`src/rtl/multicycle_control.sv`:
```
// ---------------------------------------------------------------------------
// multicycle_control
// Main control FSM for a multicycle RV32I subset datapath (lw, sw, R-type,
// beq). Sequences fetch/decode/execute/memory/writeback, drives every
// datapath enable plus aluOp, stalls on memReady, and counts retired
// instructions. Control outputs are decoded from the state register only;
// the FETCH write strobes are qualified by memReady so the IR and PC update
// exactly once, on the cycle the fetch completes.
// ---------------------------------------------------------------------------
module multicycle_control #(
    parameter int CNT_W        = 32,
    parameter int FETCH_PC_INC = 1
) (
    input  logic             clk,
    input  logic             reset,
    input  logic [6:0]       opcode,
    input  logic             memReady,
    output logic             pcWrite,
    output logic             pcWriteCond,
    output logic             irWrite,
    output logic             memRead,
    output logic             memWrite,
    output logic             iOrD,
    output logic             regWrite,
    output logic             memToReg,
    output logic             aluSrcA,
    output logic [1:0]       aluSrcB,
    output logic [1:0]       aluOp,
    output logic             pcSource,
    output logic [3:0]       state,
    output logic             illegal,
    output logic [CNT_W-1:0] retired
);

    // State encoding (also exported on the debug port).
    localparam logic [3:0] FETCH     = 4'd0;
    localparam logic [3:0] DECODE    = 4'd1;
    localparam logic [3:0] MEM_ADDR  = 4'd2;
    localparam logic [3:0] MEM_READ  = 4'd3;
    localparam logic [3:0] MEM_WB    = 4'd4;
    localparam logic [3:0] MEM_WRITE = 4'd5;
    localparam logic [3:0] EXECUTE   = 4'd6;
    localparam logic [3:0] ALU_WB    = 4'd7;
    localparam logic [3:0] BRANCH    = 4'd8;

    // Supported opcodes.
    localparam logic [6:0] OP_LW     = 7'b0000011;
    localparam logic [6:0] OP_SW     = 7'b0100011;
    localparam logic [6:0] OP_RTYPE  = 7'b0110011;
    localparam logic [6:0] OP_BEQ    = 7'b1100011;

    // aluSrcB / aluOp codes.
    localparam logic [1:0] SRCB_RS2  = 2'b00;
    localparam logic [1:0] SRCB_FOUR = 2'b01;
    localparam logic [1:0] SRCB_IMM  = 2'b10;
    localparam logic [1:0] ALU_ADD   = 2'b00;
    localparam logic [1:0] ALU_SUB   = 2'b01;
    localparam logic [1:0] ALU_FUNCT = 2'b10;

    localparam logic PC_INC_EN = (FETCH_PC_INC != 0);

    logic [3:0]       r_state;
    logic [3:0]       w_next_state;
    logic             r_illegal;
    logic             w_illegal_next;
    logic             w_retire;
    logic [CNT_W-1:0] r_retired;

    // Next-state logic; opcode is only looked at in DECODE and MEM_ADDR.
    always_comb begin
        // NOTE: default every always_comb output first so no path leaves it unassigned (no latch).
        w_next_state   = FETCH;
        w_illegal_next = 1'b0;
        case (r_state)
            FETCH:     w_next_state = memReady ? DECODE : FETCH;
            DECODE: begin
                case (opcode)
                    OP_LW, OP_SW: w_next_state = MEM_ADDR;
                    OP_RTYPE:     w_next_state = EXECUTE;
                    OP_BEQ:       w_next_state = BRANCH;
                    default: begin
                        w_next_state   = FETCH;
                        w_illegal_next = 1'b1;
                    end
                endcase
            end
            MEM_ADDR:  w_next_state = (opcode == OP_LW) ? MEM_READ : MEM_WRITE;
            MEM_READ:  w_next_state = memReady ? MEM_WB : MEM_READ;
            MEM_WB:    w_next_state = FETCH;
            MEM_WRITE: w_next_state = memReady ? FETCH : MEM_WRITE;
            EXECUTE:   w_next_state = ALU_WB;
            ALU_WB:    w_next_state = FETCH;
            BRANCH:    w_next_state = FETCH;
            default:   w_next_state = FETCH;
        endcase
    end

    // An instruction retires on the edge that returns the FSM to FETCH
    // from a completing state (illegal opcodes never get here).
    always_comb begin
        w_retire = 1'b0;
        case (r_state)
            MEM_WB, ALU_WB, BRANCH: w_retire = 1'b1;
            MEM_WRITE:              w_retire = memReady;
            default:                w_retire = 1'b0;
        endcase
    end

    // State register, illegal pulse and retired counter; reset wins over all.
    always_ff @(posedge clk) begin
        // NOTE: sequential state uses non-blocking assignments so every register samples pre-edge values.
        if (reset) begin
            r_state   <= FETCH;
            r_illegal <= 1'b0;
            r_retired <= '0;
        end else begin
            r_state   <= w_next_state;
            r_illegal <= w_illegal_next;
            if (w_retire) begin
                r_retired <= r_retired + CNT_W'(1);
            end
        end
    end

    // Moore output decode: anything not listed for a state stays 0.
    always_comb begin
        pcWrite     = 1'b0;
        pcWriteCond = 1'b0;
        irWrite     = 1'b0;
        memRead     = 1'b0;
        memWrite    = 1'b0;
        iOrD        = 1'b0;
        regWrite    = 1'b0;
        memToReg    = 1'b0;
        aluSrcA     = 1'b0;
        aluSrcB     = SRCB_RS2;
        aluOp       = ALU_ADD;
        pcSource    = 1'b0;
        case (r_state)
            FETCH: begin
                memRead = 1'b1;
                irWrite = memReady;
                aluSrcB = SRCB_FOUR;
                pcWrite = memReady & PC_INC_EN;
            end
            DECODE: begin
                aluSrcB = SRCB_IMM;
            end
            MEM_ADDR: begin
                aluSrcA = 1'b1;
                aluSrcB = SRCB_IMM;
            end
            MEM_READ: begin
                memRead = 1'b1;
                iOrD    = 1'b1;
            end
            MEM_WB: begin
                regWrite = 1'b1;
                memToReg = 1'b1;
            end
            MEM_WRITE: begin
                memWrite = 1'b1;
                iOrD     = 1'b1;
            end
            EXECUTE: begin
                aluSrcA = 1'b1;
                aluOp   = ALU_FUNCT;
            end
            ALU_WB: begin
                regWrite = 1'b1;
            end
            BRANCH: begin
                aluSrcA     = 1'b1;
                aluOp       = ALU_SUB;
                pcWriteCond = 1'b1;
                pcSource    = 1'b1;
            end
            default: begin
            end
        endcase
    end

    assign state   = r_state;
    assign illegal = r_illegal;
    assign retired = r_retired;

endmodule

```
`config.mk`:
```
export PLATFORM = sky130hd
export DESIGN_NAME = multicycle_control
export DESIGN_NICKNAME = d
export VERILOG_FILES = /design/src/rtl/multicycle_control.sv
export SDC_FILE = /design/constraint.sdc
export NUM_CORES = 1
export LEC_CHECK = 0
export ABC_AREA = 1
export CAP_MARGIN = 20
export CORE_AREA = 8 8 73 87
export DETAILED_ROUTE_END_ITERATION = 12
export DIE_AREA = 0 0 81 95
export MAX_ROUTING_LAYER = met4
export PLACE_DENSITY = 0.79
export SLEW_MARGIN = 20
export SYNTH_ARGS = -nofsm -noshare
export SYNTH_HDL_FRONTEND = slang
export SYNTH_SLANG_ARGS = --single-unit
```
`constraint.sdc`:
```
create_clock -name clk -period 1.9 [get_ports clk]
set_input_delay 0.475 -clock clk [delete_from_list [all_inputs] [get_ports clk]]
set_output_delay 0.475 -clock clk [all_outputs]
set_load 0.01 [all_outputs]
```
==> results_dict.tcl <==
set metrics [dict create \
    final_cell_area_um2 3136 \
    hold_end "retired[0]$_SDFFE_PP0P_" \
    power_density_nw_per_um2 509.6 \
    setup_viol 0 \
    maxCapViolations 0 \
    r2r_start "retired[0]$_SDFFE_PP0P_" \
    p_clk_share_pct 45.2 \
    final_nets 461 \
    hold_path.class "flip-flop to flip-flop" \
    reg2reg_depth 9 \
    placed_area_um2 3014 \
    end_kind "output pin" \
    hpwl_mm 4.756 \
    hold_start "retired[0]$_SDFFE_PP0P_" \
    final_cell_mix "107 x nand2_1, 66 x nor2_1, 54 x inv_1" \
    clock_sinks 37 \
    final_cells 511 \
    gp_congestion 0.8897 \
    syn_inst 384 \
    drive_gt1_share_pct 9.534 \
    clk_latency_ns 0.29 \
    final_common_cell "nand2_1" \
    grt_max_degree 45 \
    syn2layout_area_growth_pct 34.08 \
    critPathLaunchType "input pin" \
    yosys_warnings 0 \
    chipWidth_um 81 \
    numCtsBuffers 5 \
    yosys-mux-area-fraction_pct 0 \
    synth-compound-area-share_pct 5.457 \
    status "complete, no violations" \
    seqPwrFrac_pct 48.7 \
    worstHoldPathCells 1 \
    fp.coreArea_um2 4905 \
    cts_root_buffer "clkbuf_8" \
    rsz0062_at_grt "false" \
    synth_area_per_cell_um2 6.090 \
    io_buffers 60 \
    htreeDepth 2 \
    synth.area.top_cells "dfxtp_1 32%, nand2_1 17%, nor2_1 11%, inv_1 8.8%, nand3_1 7.3%" \
    die_h_um 95 \
    fill_cells 431 \
    routed_wl_mm 6.241 \
    peakVddDrop_uv 357.1 \
    ant_nets 0 \
    combinationalPowerShare_pct 6.1 \
    crit_type "input pin to output pin" \
    p_leak_nw 1.361 \
    synth-adder-area-share_pct 0.5350 \
    finClkSkew_ns 0.007882 \
    routedWlPerCell_um 12.21 \
    first_global_vias 2292 \
    synth_largest_area_cell "dfxtp_1" \
    min_period_over_period_pct 97.89 \
    drv_slew 0 \
    ios 61 \
    synth_top_family_by_area "simple AND/OR/NAND/NOR gates" \
    slew_headroom_pct 75.97 \
    antenna_found_initial 0 \
    register_area_um2 748.2 \
    cts.clk_slew.worst_paths_ns 0.07 \
    gr-usage-all-layers_pct 17.03 \
    dp_cells 503 \
    dieArea_um2 7695 \
    synthesis.nets 395 \
    arrival_ns 1.38 \
    antenna_cells 0 \
    fmax_mhz 537.7 \
    layout_min_cycle_time_ns 1.860 \
    power_mw 1.598 \
    synth.top_cell.area_share_pct 31.67 \
    synthXorXnorAreaFrac_pct 1.124 \
    dr.pass1.iters 4 \
    p_switching_mw 0.3474 \
    cts_tree "built" \
    required_ns 1.42 \
    hold_viol_final 0 \
    clockBufferDepth 2 \
    drc_errors 0 \
    vias 2559 \
    initial_core_util_pct 47.68 \
    yosysSeqAreaShare_pct 31.67 \
    internal_power_mw 1.251 \
    num_rows 28 \
    p_sw_share_pct 21.74 \
    grt-ovfl-total 0 \
    finalHoldWorstSlack_ns 0.5207 \
    cp_max_fo 3 \
    yosys.area_share.simple_pct 47.67 \
    ys_ff_latch 37 \
    r2r_end "retired[22]$_SDFFE_PP0P_" \
    multiInputGateArea_um2 1294 \
    viasPerCell 5.008 \
    yosysUniqueCellTypes 28 \
    worstMarginPinSlew_ns 0.3592 \
    syn_area_um2 2338 \
    rrSetupSlack_ns 0.23 \
    drt-initial-drc-count 97 \
    grt_pass1_wl_mm 10.35 \
]
## sequential cells by signal (all words and copies together), names as in the netlist
register  cells
retired      32
state         4
illegal       1
## routing by layer
layer  part of all wire [%]  up-vias  GRT usage [%]
met5                      0        -              -
met1                     44     1153          19.05
met4                   0.75        0          5.522
li1                       -     1340              -
met2                     51       62          29.54
met3                    4.7        4          3.137
## final cells by class
cell class | count | share of cell area, %
clock buffer | 6 | 2.634
clock inverter | 2 | 1.197
inverter | 57 | 6.824
multi-input combinational | 277 | 41.26
sequential | 37 | 23.86
tap | 60 | 2.394
timing repair buffer | 72 | 21.83
## cell families after synthesis
group	Yosys count
flip-flops	37
XOR/XNOR	3
AND/OR/NAND/NOR	248
adder cells (fa/ha/maj)	1
AO/OA/AOI/OAI	25
buffers and inverters	70
## synth_stat cells
library cell	number
a211oi_1	1
o21ai_0	7
buf_8	1
inv_1	55
dfxtp_1	37
clkbuf_1	2
nor2_4	3
xor2_1	2
buf_2	4
nand3b_1	1
buf_6	4
nand3_2	2
nor2_8	1
xnor2_1	1
nor2_2	3
a21oi_1	17
nand3_1	34
nand2_4	1
nand3_4	1
nor3_1	6
nor2_1	69
nand2_1	107
nor4_1	1
buf_4	2
clkinv_1	1
inv_2	1
nand4_1	19
ha_1	1
## worst max path at each step
stage,start,to,cells past startpoint
after floorplan,retired[0]$_SDFFE_PP0P_,retired[26]$_SDFFE_PP0P_,9
after global placement,memReady,irWrite,4
after detailed placement,memReady,irWrite,4
after CTS,memReady,irWrite,4
after global routing,state[0]$_SDFF_PP0_,iOrD,5
final,memReady,pcWrite,4
## repair_timing
item | CTS | global route
pin swaps | 0 | 1
resized for setup | 28 | 1
gates cloned | 0 | 0
hold buffers | 0 | 0
setup buffers | 0 | 0
endpoints found under the setup margin | 14 | 2
## power by group through the flow
stage               clock [mW]  sequential [mW]  combinational [mW]
detailed placement           0            0.797               0.100
finish                   0.723            0.778              0.0970
floorplan                    0            0.798              0.0421
global route             0.763            0.779               0.106
CTS                      0.741            0.778              0.0983
global placement             0            0.797              0.0997
## through the flow
step                TNS (ns)  setup slack, ns  utilization, %
global route               0          0.01278           63.93
CTS                        0          0.01465           64.06
global placement     -0.5874          -0.2940           61.45
detailed placement   -0.6577          -0.3314           61.45
floorplan                  0           0.3758               -
finish                     0          0.04006           63.93
## worst max-delay path: stages
cell	delay (ns)
clkdlybuf4s50_1	0.49
inv_1	0.07
nor2_2	0.11
clkdlybuf4s15_2	0.24
Power figures use the tool's default switching activity.
